===== config.mk =====
export PLATFORM = sky130hd
export DESIGN_NAME = pipe_addsub_flat
export DESIGN_NICKNAME = d
export VERILOG_FILES = /design/src/rtl/pipe_addsub_if.sv /design/src/rtl/pipe_addsub.sv /design/src/flat_wrapper.sv
export SDC_FILE = /design/constraint.sdc
export NUM_CORES = 1
export LEC_CHECK = 0
export ABC_CLOCK_PERIOD_IN_PS = 2800
export BUFFER_PORTS_ARGS = -buffer_cell sky130_fd_sc_hd__buf_2
export CORE_MARGIN = 1.5
export CORE_UTILIZATION = 57
export CTS_CLUSTER_DIAMETER = 30
export DETAILED_ROUTE_END_ITERATION = 10
export GPL_TIMING_DRIVEN = 0
export PLACE_DENSITY = 0.79
export SLEW_MARGIN = 25
export SYNTH_ARGS = -nofsm -noshare
export SYNTH_HDL_FRONTEND = slang
export SYNTH_SLANG_ARGS = --single-unit
export TNS_END_PERCENT = 100

===== constraint.sdc =====
create_clock -name clk -period 2.8 [get_ports clk]
set_input_delay 0.42 -clock clk [delete_from_list [all_inputs] [get_ports clk]]
set_output_delay 0.42 -clock clk [all_outputs]
set_load 0.02 [all_outputs]

===== src/rtl/pipe_addsub_if.sv =====
// Handshake and data bundle for the pipelined adder/subtractor.
// The producer/consumer side takes master; the datapath takes slave.
interface pipe_addsub_if #(
    parameter int unsigned WIDTH = 32
);
    logic             in_valid;
    logic             in_ready;
    logic [WIDTH-1:0] a;
    logic [WIDTH-1:0] b;
    logic             sub;
    logic             out_valid;
    logic             out_ready;
    logic [WIDTH-1:0] sum;
    logic             cout;
    logic             ovf;
    logic             zero;
    logic             neg;

    modport master (
        output in_valid, a, b, sub, out_ready,
        input  in_ready, out_valid, sum, cout, ovf, zero, neg
    );

    modport slave (
        input  in_valid, a, b, sub, out_ready,
        output in_ready, out_valid, sum, cout, ovf, zero, neg
    );
endinterface


===== src/rtl/pipe_addsub.sv =====
// Group-pipelined two's-complement add/sub: one GROUP-bit slice per register stage,
// global-enable pipeline with valid/ready handshake on both sides.
module pipe_addsub #(
    parameter int unsigned WIDTH = 32,
    parameter int unsigned GROUP = 8
) (
    input logic          clk,
    input logic          rst,
    pipe_addsub_if.slave bus
);
    localparam int unsigned NG = WIDTH / GROUP;

    if (GROUP == 0 || (WIDTH % GROUP) != 0) begin : g_bad_params
        $error("pipe_addsub: WIDTH must be a non-zero multiple of GROUP");
    end

    logic             stall;
    logic             advance;
    logic [WIDTH-1:0] b_eff;

    assign stall        = bus.out_valid && !bus.out_ready;
    assign advance      = !stall;
    assign bus.in_ready = advance;
    assign b_eff        = bus.sub ? ~bus.b : bus.b;

    for (genvar k = 0; k < NG; k++) begin : g_stage
        localparam int unsigned SW = (k + 1) * GROUP;

        logic              vld_q;
        logic              c_q;
        logic [SW-1:0]     s_q;
        logic              v_in;
        logic              c_in;
        logic [GROUP-1:0]  ga;
        logic [GROUP-1:0]  gb;
        logic [GROUP:0]    gs;
        logic [SW-1:0]     s_next;

        if (k == 0) begin : g_src
            assign v_in   = bus.in_valid;
            assign c_in   = bus.sub;
            assign ga     = bus.a[GROUP-1:0];
            assign gb     = b_eff[GROUP-1:0];
            assign s_next = gs[GROUP-1:0];
        end else begin : g_src
            assign v_in   = g_stage[k-1].vld_q;
            assign c_in   = g_stage[k-1].c_q;
            assign ga     = g_stage[k-1].g_fwd.ua_q[GROUP-1:0];
            assign gb     = g_stage[k-1].g_fwd.ub_q[GROUP-1:0];
            assign s_next = {gs[GROUP-1:0], g_stage[k-1].s_q};
        end

        assign gs = {1'b0, ga} + {1'b0, gb} + {{GROUP{1'b0}}, c_in};

        always_ff @(posedge clk) begin
            if (rst) begin
                vld_q <= 1'b0;
                c_q   <= 1'b0;
                s_q   <= '0;
            end else if (advance) begin
                vld_q <= v_in;
                // Bubbles leave data untouched so stale outputs stay stable.
                if (v_in) begin
                    c_q <= gs[GROUP];
                    s_q <= s_next;
                end
            end
        end

        // Operand groups not yet consumed travel alongside their partial sum.
        if (k < NG - 1) begin : g_fwd
            localparam int unsigned UW = WIDTH - (k + 1) * GROUP;

            logic [UW-1:0] ua_q;
            logic [UW-1:0] ub_q;
            logic [UW-1:0] ua_d;
            logic [UW-1:0] ub_d;

            if (k == 0) begin : g_first
                assign ua_d = bus.a[WIDTH-1:GROUP];
                assign ub_d = b_eff[WIDTH-1:GROUP];
            end else begin : g_next
                assign ua_d = g_stage[k-1].g_fwd.ua_q[UW+GROUP-1:GROUP];
                assign ub_d = g_stage[k-1].g_fwd.ub_q[UW+GROUP-1:GROUP];
            end

            always_ff @(posedge clk) begin
                if (rst) begin
                    ua_q <= '0;
                    ub_q <= '0;
                end else if (advance && v_in) begin
                    ua_q <= ua_d;
                    ub_q <= ub_d;
                end
            end
        end

        if (k == NG - 1) begin : g_last
            logic ovf_q;
            logic zero_q;
            logic neg_q;

            always_ff @(posedge clk) begin
                if (rst) begin
                    ovf_q  <= 1'b0;
                    zero_q <= 1'b0;
                    neg_q  <= 1'b0;
                end else if (advance && v_in) begin
                    // Carry into the MSB is recovered from the MSB's own sum bit.
                    ovf_q  <= ga[GROUP-1] ^ gb[GROUP-1] ^ gs[GROUP-1] ^ gs[GROUP];
                    zero_q <= (s_next == '0);
                    neg_q  <= gs[GROUP-1];
                end
            end
        end
    end

    assign bus.out_valid = g_stage[NG-1].vld_q;
    assign bus.sum       = g_stage[NG-1].s_q;
    assign bus.cout      = g_stage[NG-1].c_q;
    assign bus.ovf       = g_stage[NG-1].g_last.ovf_q;
    assign bus.zero      = g_stage[NG-1].g_last.zero_q;
    assign bus.neg       = g_stage[NG-1].g_last.neg_q;
endmodule


===== src/flat_wrapper.sv =====
// flat-port wrapper written by rule: the top's interface ports become plain ports
module pipe_addsub_flat 
#(
    parameter int unsigned WIDTH = 32,
    parameter int unsigned GROUP = 8
)
  (clk, rst, bus_in_valid, bus_a, bus_b, bus_sub, bus_out_ready, bus_in_ready, bus_out_valid, bus_sum, bus_cout, bus_ovf, bus_zero, bus_neg);
  pipe_addsub_if #(.WIDTH(WIDTH)) bus_i ();
  input logic clk;
  input logic rst;
  input wire logic [$bits(bus_i.in_valid)-1:0] bus_in_valid;
  input wire logic [$bits(bus_i.a)-1:0] bus_a;
  input wire logic [$bits(bus_i.b)-1:0] bus_b;
  input wire logic [$bits(bus_i.sub)-1:0] bus_sub;
  input wire logic [$bits(bus_i.out_ready)-1:0] bus_out_ready;
  output wire logic [$bits(bus_i.in_ready)-1:0] bus_in_ready;
  output wire logic [$bits(bus_i.out_valid)-1:0] bus_out_valid;
  output wire logic [$bits(bus_i.sum)-1:0] bus_sum;
  output wire logic [$bits(bus_i.cout)-1:0] bus_cout;
  output wire logic [$bits(bus_i.ovf)-1:0] bus_ovf;
  output wire logic [$bits(bus_i.zero)-1:0] bus_zero;
  output wire logic [$bits(bus_i.neg)-1:0] bus_neg;
  assign bus_i.in_valid = bus_in_valid;
  assign bus_i.a = bus_a;
  assign bus_i.b = bus_b;
  assign bus_i.sub = bus_sub;
  assign bus_i.out_ready = bus_out_ready;
  assign bus_in_ready = bus_i.in_ready;
  assign bus_out_valid = bus_i.out_valid;
  assign bus_sum = bus_i.sum;
  assign bus_cout = bus_i.cout;
  assign bus_ovf = bus_i.ovf;
  assign bus_zero = bus_i.zero;
  assign bus_neg = bus_i.neg;
  pipe_addsub #(.WIDTH(WIDTH), .GROUP(GROUP)) u_core (.clk(clk), .rst(rst), .bus(bus_i));
endmodule

Word level (Yosys, flattened, before mapping)

Index checks and enable logic that the tools add are counted.

Register bits: 187
Word-level logic and storage cells: 47

$add $sub $neg: 8
Multiplexer cells: 1
Bitwise operators: 5
Reduce and logical (&&, ||, !) cells: 12

Operator list:

| operator             | count |
|---|---|
| adder 8 x 8 -> 9 bit | 4 |
| adder 9 x 1 -> 9 bit | 4 |
| logical NOT 32 bit   | 1 |
| two-way mux 32 bit   | 1 |
| NOT 32 bit           | 1 |
| AND reduction 2 bit  | 4 |
| logical AND 1 bit    | 5 |
| bitwise XOR 1 bit    | 3 |
| logical NOT 1 bit    | 2 |
| NOT 1 bit            | 1 |

Depth between registers and ports, before layout

Gate-level depths: netlist of run 1.

Word-level depth: 4
Gate-level depth with buffers: 10
Depth with buffers taken out: 10

Least setup slack after synthesis of run 1

No wires, ideal clock.

Kind: in2reg
Start: input port bus_sub
End: register u_core.g_stage[0].c_q
Library setup time: 141 ps
Arrival time: 2414 ps
Data required time: 2659 ps
Slack: 245 ps
Stages: 10
Buffers on the path: 2
Cell sequence: clkbuf_2 -> buf_1 -> xor2_1 -> fa_1 -> a21o_1 -> a21oi_1 -> nor2b_1 -> o221a_1 -> o21ai_1 -> a221oi_1

Word-level cells in the longest chain between the ends: 3

Ends and longest elaborated chain:

| what                     | line               | RTL |
|---|---|---|
| start, declared          | flat_wrapper.sv:14 | `input wire logic [$bits(bus_i.sub)-1:0] bus_sub;` |
| two-way mux 32 bit       | pipe_addsub.sv:24  | `assign b_eff = bus.sub ? ~bus.b : bus.b;` |
| adder 8 x 8 -> 9 bit     | pipe_addsub.sv:53  | `assign gs = {1'b0, ga} + {1'b0, gb} + {{GROUP{1'b0}}, c_in};` |
| adder 9 x 1 -> 9 bit (*) | pipe_addsub.sv:53  |  |
| end signal, assigned     | pipe_addsub.sv:64  | `c_q <= gs[GROUP];` |
| end, declared            | pipe_addsub.sv:30  | `logic c_q;` |

Every way passes the cells marked *; elsewhere a longest branch is shown, timed or not.
A chain may end at the register's enable or synchronous reset.

Final worst setup path of run 1

Start: input port bus_sub
End: register u_core.g_stage[0].s_q[5]

Word-level cells in the longest chain between the ends: 3

Ends and longest elaborated chain:

| what                     | line              | RTL |
|---|---|---|
| two-way mux 32 bit       | pipe_addsub.sv:24 |  |
| adder 8 x 8 -> 9 bit     | pipe_addsub.sv:53 |  |
| adder 9 x 1 -> 9 bit (*) | pipe_addsub.sv:53 |  |
| end signal, assigned     | pipe_addsub.sv:65 | `s_q <= s_next;` |
| end, declared            | pipe_addsub.sv:31 | `logic [SW-1:0] s_q;` |

Marked as above.

==> results of run 1 <==
## critical path, cell delays in order
cell and delay, ns:
clkbuf_2 0.16, buf_1 0.58, xor2_1 0.15, ha_1 0.36, a21o_1 0.17, a31o_1 0.20, a21o_1 0.20, a21oi_1 0.25
mux2i_1 0.22, o21ai_1 0.08
## power breakdown
part / total, uW / internal [uW] / switching (uW) / leakage [uW]
sequential: 2810 / 2750 / 61.8 / 0.00152
clock: 2470 / 1420 / 1050 / 0.000301
combinational: 598 / 238 / 360 / 0.00190
total: 5880 / 4410 / 1470 / 0.00372
## sequential cells by signal, indices dropped and copies added (netlist names)
name	cells
u_core.bus.zero	1
u_core.bus.cout	1
u_core.g_stage.g_fwd.ub_q	48
u_core.bus.out_valid	1
u_core.g_stage.c_q	3
u_core.g_stage.s_q	48
u_core.bus.ovf	1
u_core.g_stage.g_fwd.ua_q	48
u_core.bus.sum	32
u_core.g_stage.vld_q	3
## final cells by class
| type | count | area [sq um] | area share (%) |
|---|---|---|---|
| sequential | 186 | 3720 | 40.3 |
| clock buffer | 21 | 480 | 5.19 |
| buffer | 64 | 256 | 2.77 |
| timing repair buffer | 105 | 526 | 5.68 |
| clock inverter | 11 | 134 | 1.45 |
| inverter | 13 | 48.8 | 0.528 |
| multi-input combinational | 695 | 3860 | 41.7 |
| tap | 176 | 220 | 2.38 |
## cells in the final DEF (no fill, tap or decap), types with 15 or more instances in the layout
master     instances
clkbuf_1          52
a21oi_1          147
clkbuf_16         17
nand2_1          278
xnor2_1           36
nor2_1            51
a211oi_1          35
buf_2            114
dfxtp_1          186
ha_1              28
xor2_1            15
## through the flow
| stage | instance area, sq um | hold WS, ns | std cells | util [%] |
|---|---|---|---|---|
| finish | 9250 | 0.213 | 1271 | 69.0 |
| CTS | 9250 | 0.209 | 1271 | 69.0 |
| floorplan | 7890 | 0.429 | 958 | - |
| global placement | 8630 | 0.438 | 1239 | 64.4 |
| global route | 9250 | 0.220 | 1271 | 69.0 |
| detailed placement | 8630 | 0.443 | 1239 | 64.4 |
## final timing paths
check | start | end | slack, ns | cells after the start
setup / recovery | bus_sub | u_core.g_stage[0].s_q[5] | 0.30 | 10
hold / removal | bus_a[26] | u_core.g_stage[0].g_fwd.ua_q[18] | 0.21 | 3
setup reg to reg | u_core.g_stage[0].g_fwd.ub_q[0] | u_core.g_stage[1].c_q | 0.34 | 10
hold reg to reg | u_core.bus.sum[23] | u_core.bus.sum[23] | 0.45 | 2
## routing by layer
metal  wire [um]  global-route usage, %  vias up
met5           0                      0        -
met4         365                   9.26        0
met3        1310                   5.05       26
met2        8710                   42.9      235
met1        8560                   35.9     3122
li1            -                      -     3474
## cell families after synthesis
logic type,after synthesis
compound gates,225
mux,2
flops,186
buf+inv,77
xor+xnor,51
fa+ha+maj,35
simple gates,382
==> impl_metrics.json, run 1 <==
{
  "hp-class": "in -> reg",
  "synth_top_family_by_area": "simple AND/OR/NAND/NOR gates",
  "chipHeight_um": 121,
  "synth.area.mux_share_pct": 0.270,
  "skew_ns": 0.00778,
  "numCtsBuffers": 17,
  "cts.reportedPaths.clkPinSlew_ns": 0.07,
  "drtAntennaViolNets": 0,
  "synth_edf_count": 0,
  "post_cts_resized": 0,
  "syn_inst": 958,
  "required_ns": 3.10,
  "cts_tree": "done",
  "first_pass_iters": 5,
  "place_ws_ns": -0.143,
  "yosys.cell_types.count": 52,
  "fmax_mhz": 400,
  "powerDensity_mw_per_mm2": 636,
  "rows": 42,
  "synth_compound_area_share_pct": 16.9,
  "critPathArrivalTime_ns": 2.80,
  "fin_ws_ns": 0.302,
  "io_buffers": 105,
  "outcome": "completed",
  "min_period_ns": 2.50,
  "yosysTopAreaCell": "dfxtp_1",
  "area_delta_synth_final_pct": 17.2,
  "netlist_top_cells_count": "nand2_1 (278), dfxtp_1 (186), a21oi_1 (147)",
  "antenna_cells": 0,
  "syn_area_per_cell_sq_um": 8.23,
  "finalCritPeriodShare_pct": 89.2,
  "fin_nets": 1186,
  "grt_pass1_vias": 6204,
  "worst_setup_path_start_kind": "primary input",
  "routed_wl_um": 18900,
  "core_sq_mm": 0.0134,
  "pin_count": 107,
  "dp_hpwl_um": 14000,
  "grt_overflow": 0,
  "setup.worst_path.class": "in -> reg",
  "drc_errors": 0,
  "synth-simple-area-share_pct": 19.9,
  "power_uw": 5880,
  "synth.top_cell.area_share_pct": 47.2,
  "grt_pass1_wl_um": 30300,
  "yosysMostFrequentCell": "nand2_1",
  "tightest_slew_ns": 0.747,
  "synthTopCellsByArea": "dfxtp_1 (47%), nand2_1 (13%), a21oi_1 (9.3%)",
  "synthArstFlopShare_pct": 0,
  "hold_buffers": 0,
  "hold_violations": 0,
  "synth-seq-cells": 186,
  "start_util_pct": 58.9,
  "vias_per_cell": 5.39,
  "htreeDepth": 4,
  "die_area_sq_mm": 0.0146,
  "cts_sinks": 186,
  "drive_above_1_share_pct": 14.4,
  "synth_xor_area_share_pct": 5.66,
  "slew_headroom_pct": 50.2,
  "seq_area_frac_synth_pct": 47.2,
  "synthFlopType": "dfxtp_1",
  "tns_ns": 0,
  "ys.warnings.count": 0,
  "die_x_um": 121,
  "drt-initial-drc-count": 569,
  "synth_adder_area_share_pct": 6.22,
  "globalplace.congestion": 0.901,
  "cts_max_path_buffers": 2,
  "synth_nets": 1062,
  "grt_max_degree": 17,
  "clk_latency_ns": 0.44,
  "p_leak_uw": 0.00372,
  "wl_per_cell_um": 14.9,
  "fillers": 1153,
  "cp_max_fo": 10,
  "antenna_found_initial": 0,
  "vias": 6857,
  "slew_viol_final": 0,
  "postCtsSetupBuffers": 0,
  "peakVddDrop_uv": 425,
  "rsz0062_at_grt": "no",
  "setup_viol": 0,
  "end_kind": "flop",
  "grt.total_usage_pct": 26.6,
  "max_cap_violations": 0,
  "cts_root_buffer": "clkbuf_16",
  "netlist_area_sq_mm": 0.00789
}
Note: power is estimated with default switching activity, not from simulation.
==> run 2, diff against run 1 <==
--- a/config.mk
+++ b/config.mk
@@ -7,6 +7,7 @@
 export LEC_CHECK = 0
+export ABC_AREA = 1
 export ABC_CLOCK_PERIOD_IN_PS = 2800
 export BUFFER_PORTS_ARGS = -buffer_cell sky130_fd_sc_hd__buf_2
-export CORE_MARGIN = 1.5
-export CORE_UTILIZATION = 57
+export CORE_MARGIN = 5
+export CORE_UTILIZATION = 58
 export CTS_CLUSTER_DIAMETER = 30
@@ -14,3 +15,3 @@
 export GPL_TIMING_DRIVEN = 0
-export PLACE_DENSITY = 0.79
+export PLACE_DENSITY = 0.8
 export SLEW_MARGIN = 25
--- a/constraint.sdc
+++ b/constraint.sdc
@@ -3,2 +3,2 @@
 set_output_delay 0.42 -clock clk [all_outputs]
-set_load 0.02 [all_outputs]
+set_load 0.005 [all_outputs]
==> impl_metrics.json, run 2 <==
{
  "outcome": "completed",
  "first_pass_iters": 5,
  "hp-class": "in -> reg",
  "internal_power_uw": 4410,
  "hold_depth": 3,
  "dp_hpwl_um": 15400,
  "fin_ws_ns": 0.798,
  "tns_ns": 0,
  "dp.cells": 1336,
  "r2r-end": "u_core.bus.zero",
  "antenna_found_initial": 0,
  "cts_max_path_buffers": 2,
  "cp-endpoint": "u_core.bus.zero",
  "finalCritPeriodShare_pct": 71.5,
  "fmax_mhz": 499,
  "grt_pass1_vias": 6850,
  "clk_latency_ns": 0.43,
  "yosysTopAreaCell": "dfxtp_1",
  "power_uw": 6030,
  "die_x_um": 129,
  "yosysMostFrequentCell": "dfxtp_1",
  "synth-seq-cells": 186,
  "postCtsSetupBuffers": 0,
  "crit_path_start": "u_core.g_stage[2].g_fwd.ub_q[0]",
  "grtUsageMet3_pct": 4.52,
  "critPathArrivalTime_ns": 2.35,
  "yosys.cell_types.count": 37,
  "r2r_setup_slack_ns": 0.80,
  "hold_violations": 0,
  "max_cap_violations": 0,
  "path_cells": "fa_1 -> inv_1 -> fa_1 -> nor3b_1 -> nand2_1 -> nor2_1 -> nand2_1 -> nor2_1 -> nand4_1 -> a21oi_1",
  "fin_util_pct": 68.5,
  "globalplace.congestion": 0.944,
  "wl_per_cell_um": 14.6,
  "vias_per_cell": 5.31,
  "grtUsageMet1_pct": 32.0,
  "drc_errors": 0,
  "synthFlopType": "dfxtp_1",
  "synthArstFlopShare_pct": 0,
  "antenna_cells": 0,
  "ys.warnings.count": 0,
  "grt_pass1_wl_um": 32600,
  "r2r-start": "u_core.g_stage[2].g_fwd.ub_q[0]",
  "seq_area_frac_synth_pct": 45.6,
  "area_delta_synth_final_pct": 16.1,
  "slew_viol_final": 0,
  "largestRegisters": "u_core.g_stage.g_fwd.ua_q (48), u_core.g_stage.g_fwd.ub_q (48), u_core.g_stage.s_q (48)",
  "cts_tree": "done",
  "core_sq_mm": 0.0138,
  "synth_edf_count": 0,
  "drtAntennaViolNets": 0,
  "grt.total_usage_pct": 24.9,
  "reg2reg_depth": 10,
  "end_kind": "flop",
  "synth.top_cell.area_share_pct": 45.6,
  "cpMaxStageDelayCell": "fa_1",
  "cts_root_buffer": "clkbuf_16",
  "synthTopCellsByArea": "dfxtp_1 (46%), o21ai_0 (9.9%), a21oi_1 (7.7%)",
  "synth_nets": 1156,
  "cts_sinks": 186,
  "grt_max_degree": 17,
  "numCtsBuffers": 17,
  "die_area_sq_mm": 0.0165,
  "sequentialPowerShare_pct": 48.2,
  "layout.cells.non_filler": 1368,
  "drt-initial-drc-count": 504,
  "setup_viol": 0,
  "final_common_cell": "dfxtp_1",
  "slew_headroom_pct": 44.7,
  "hold_start": "bus_a[12]",
  "routed_wl_um": 20000,
  "tightest_slew_ns": 0.830,
  "grt_overflow": 0,
  "rows": 43,
  "p_comb_share_pct": 13.3,
  "cp_max_fo": 2,
  "worst_setup_path_start_kind": "flop",
  "powerDensity_mw_per_mm2": 636,
  "setup.worst_path.class": "reg -> reg",
  "fillers": 1180,
  "required_ns": 3.15,
  "netlist_top_cells_count": "dfxtp_1 (186), o21ai_0 (162), nor2_1 (161)",
  "pwr-share-clk_pct": 38.5,
  "skew_ns": 0.00578,
  "layout_common_cells": "dfxtp_1 (186), o21ai_0 (162), nor2_1 (161)",
  "io_buffers": 104,
  "pin_count": 107,
  "switching_share_pct": 26.9,
  "rsz0062_at_grt": "no",
  "start_util_pct": 59.0,
  "vias": 7262,
  "p_switching_uw": 1620,
  "syn_area_per_cell_sq_um": 7.76,
  "fin_nets": 1279,
  "netlist_area_sq_mm": 0.00816,
  "peakVddDrop_uv": 410,
  "hold_buffers": 0,
  "p_leak_uw": 0.00444,
  "post_cts_resized": 0,
  "htreeDepth": 4,
  "cpPeakStageDelay_ns": 0.50,
  "grtUsageMet2_pct": 40.7,
  "drive_above_1_share_pct": 15.9,
  "place_ws_ns": 0.436,
  "min_period_ns": 2.00,
  "busiest_layer": "met2",
  "cts.reportedPaths.clkPinSlew_ns": 0.07,
  "syn_inst": 1052,
  "chipHeight_um": 129
}
==> run 2: metal layers <==
| metal | routed length, um | share of wire (%) |
|---|---|---|
| met1 | 8880 | 44 |
| met4 | 624 | 3.1 |
| met5 | 0 | 0 |
| met3 | 1310 | 6.5 |
| met2 | 9190 | 46 |
==> run 2: stage by stage <==
stage / hold slack, ns / instance area, sq um
after global placement: 0.443 / 8910
final: 0.235 / 9480
after CTS: 0.222 / 9480
after global routing: 0.242 / 9480
after detailed placement: 0.449 / 8910
after floorplan: 0.430 / 8160
==> run 2: area by class of cell <==
| class | count | area (sq um) | area share, % |
|---|---|---|---|
| inverter | 108 | 407 | 4.29 |
| timing repair buffer | 104 | 520 | 5.49 |
| clock inverter | 12 | 114 | 1.20 |
| tap | 180 | 225 | 2.38 |
| multi-input combinational | 697 | 3730 | 39.4 |
| buffer | 61 | 297 | 3.13 |
| sequential | 186 | 3720 | 39.3 |
| clock buffer | 20 | 457 | 4.82 |
==> run 2: worst min path at each step <==
stage and endpoint:
2_1_floorplan u_core.g_stage[1].s_q[6], 3_3_place_gp u_core.g_stage[1].g_fwd.ub_q[15], 3_5_place_dp u_core.g_stage[1].g_fwd.ub_q[15], 4_1_cts u_core.g_stage[0].g_fwd.ua_q[4], 5_1_grt u_core.g_stage[0].g_fwd.ua_q[4], 6_report u_core.g_stage[0].g_fwd.ua_q[4]
==> run 2: worst max-delay path, delay by kind of cell, from the launching register on <==
kind,cells,cell delay [ns]
AND/OR/NAND/NOR,6,0.66
adder cells (fa/ha/maj),2,0.72
buffers and inverters,1,0.06
AO/OA/AOI/OAI,1,0.12
flip-flops,1,0.36
==> run 2: cell families after synthesis <==
kind of cell | share of synthesized area, %
adder cells (fa/ha/maj) | 6.01
AND/OR/NAND/NOR | 15.6
flip-flops | 45.6
AO/OA/AOI/OAI | 19.7
buffers and inverters | 8.62
XOR/XNOR | 4.51
==> run 2: power by group through the flow <==
stage	clock network, uW	logic, uW	registers, uW
6_report	2320	805	2910
5_1_grt	2470	921	2920
4_1_cts	2340	802	2900
3_5_place_dp	0	794	2960
3_3_place_gp	0	772	2960
2_1_floorplan	0	562	2930
==> run 3, diff against run 2 <==
Settings changed: ABC_CLOCK_PERIOD_IN_PS 2800 to 1700, CORE_UTILIZATION 58 to 52, PLACE_DENSITY 0.8 to 0.76.
Clock period 2.8 ns to 1.7 ns, I/O delays scaled along.
==> impl_metrics.json, run 3 (synthesis gave the netlist of run 2 again) <==
{
  "grt_overflow": 0,
  "powerDensity_mw_per_mm2": 1070,
  "dp_hpwl_um": 15500,
  "drtAntennaViolNets": 0,
  "critPathArrivalTime_ns": 2.29,
  "area_delta_synth_final_pct": 19.9,
  "globalplace.congestion": 0.919,
  "final_common_cell": "dfxtp_1",
  "dpl_cell_area_sq_mm": 0.00903,
  "cts_max_path_buffers": 2,
  "dp.cells": 1367,
  "pin_count": 107,
  "drc_errors": 0,
  "cts_sinks": 186,
  "hold_slack_ns": 0.0758,
  "routed_wl_um": 20200,
  "vias_per_cell": 5.15,
  "start_util_pct": 53.3,
  "tns_ns": -0.421,
  "worst_setup_path_start_kind": "flop",
  "fin_nets": 1283,
  "slew_viol_final": 0,
  "layout_common_cells": "dfxtp_1 (181), nor2_1 (160), o21ai_0 (156)",
  "path_cells": "fa_2 -> inv_2 -> fa_1 -> nor3b_2 -> nand2_1 -> nor2_1 -> nand2_1 -> nor2_2 -> nand4_1 -> a21oi_1",
  "die_area_sq_mm": 0.0183,
  "largestRegisters": "u_core.g_stage.g_fwd.ua_q (48), u_core.g_stage.g_fwd.ub_q (48), u_core.g_stage.s_q (48)",
  "drt-initial-drc-count": 409,
  "stdcell_area_sq_mm": 0.00978,
  "setup_viol": 6,
  "tightest_slew_ns": 0.707,
  "wl_per_cell_um": 14.4,
  "setup.worst_path.class": "reg -> reg",
  "hold_violations": 0,
  "clk_latency_ns": 0.43,
  "fmax_mhz": 517,
  "rsz0062_at_grt": "yes",
  "cts.reportedPaths.clkPinSlew_ns": 0.07,
  "drive_above_1_share_pct": 19.6,
  "min_period_ns": 1.93,
  "grt_pass1_wl_um": 32100,
  "max_cap_violations": 0,
  "io_buffers": 104,
  "antenna_found_initial": 0,
  "cts_tree": "done",
  "peakVddDrop_uv": 741,
  "die_x_um": 135,
  "rows": 45,
  "numCtsBuffers": 17,
  "vias": 7223,
  "fillers": 1391,
  "hp-class": "in -> reg",
  "cp_max_fo": 2,
  "finalCritPeriodShare_pct": 114,
  "fin_ws_ns": -0.235,
  "first_pass_iters": 5,
  "cts_root_buffer": "clkbuf_16",
  "multi_input_area_sq_mm": 0.00385,
  "p_leak_uw": 0.00452,
  "grt_pass1_vias": 6565,
  "core_sq_mm": 0.0153,
  "cpPeakStageDelay_ns": 0.51,
  "layout.cells.non_filler": 1403,
  "violations": "setup timing",
  "antenna_cells": 0,
  "cpMaxStageDelayCell": "fa_1",
  "htreeDepth": 4,
  "end_kind": "flop",
  "outcome": "complete, but fails checks",
  "skew_ns": 0.00953,
  "slew_headroom_pct": 52.9,
  "regArea_sq_mm": 0.00373,
  "grt.total_usage_pct": 22.0,
  "chipHeight_um": 135,
  "required_ns": 2.05,
  "grt_max_degree": 17,
  "path_common_cell": "nand2_1"
}
==> run 3: changes by cell type in the layout (fill, tap and decap cells not counted), moves of 4 or more <==
cell,delta
inv_1,-10
bufinv_16,+4
dfxtp_1,-5
inv_2,+10
a21oi_2,+8
dfxtp_2,+5
nand3_1,-7
a21oi_1,-8
o21ai_0,-6
nand3_2,+7
fa_2,+6
fa_1,-6
o21ai_1,+6
==> run 3: where the power goes <==
group | leakage (uW) | switching, uW | internal [uW]
Combinational | 0.00268 | 834 | 545
Sequential | 0.00153 | 155 | 4640
Clock | 0.000302 | 1680 | 2660
==> run 3: cell type report <==
class | count | area share (%)
inverter | 108 | 4.16
sequential | 186 | 38.1
tap | 211 | 2.70
timing repair buffer | 108 | 5.63
clock buffer | 19 | 4.53
multi-input combinational | 697 | 39.4
clock inverter | 13 | 2.19
buffer | 61 | 3.26
==> run 3: path summary, 6_finish.rpt <==
path / startpoint / end / slack, ns / cells past startpoint
max: u_core.g_stage[2].c_q / u_core.bus.zero / -0.23 / 10
min: bus_a[24] / u_core.g_stage[0].g_fwd.ua_q[16] / 0.08 / 3
max reg2reg: u_core.g_stage[2].c_q / u_core.bus.zero / -0.23 / 10
min reg2reg: u_core.g_stage[0].s_q[4] / u_core.g_stage[1].s_q[4] / 0.46 / 2
==> run 3: stage by stage <==
| step | util (%) | total power [uW] | setup WS [ns] |
|---|---|---|---|
| floorplan | - | 5780 | -0.0992 |
| global placement | 59.0 | 6180 | -0.223 |
| detailed placement | 59.0 | 6220 | -0.239 |
| CTS | 63.5 | 10500 | -0.220 |
| global route | 63.9 | 11000 | -0.410 |
| finish | 63.9 | 10500 | -0.235 |
==> run 3: timing repair <==
item / CTS / global route
setup endpoints to repair: 11 / 17
endpoints found under the hold margin: 0 / 0
buffers inserted: 2 / 2
pin swaps: 7 / 4
hold buffers: 0 / 0
gates resized for setup: 18 / 15
==> run 3: per-layer routing <==
layer | up-vias | wire length, um | global-route usage, %
met5 | - | 0 | 0
met1 | 3246 | 9270 | 29.5
li1 | 3709 | - | -
met4 | 0 | 597 | 9.01
met2 | 228 | 9110 | 34.9
met3 | 40 | 1230 | 4.20
==> run 3: worst max-delay path, delay by kind of cell (launching register included) <==
family / cells / cell delay, ns
adder cells (fa/ha/maj): 2 / 0.74
AND/OR/NAND/NOR: 6 / 0.61
flip-flops: 1 / 0.35
AO/OA/AOI/OAI: 1 / 0.12
buffers and inverters: 1 / 0.04
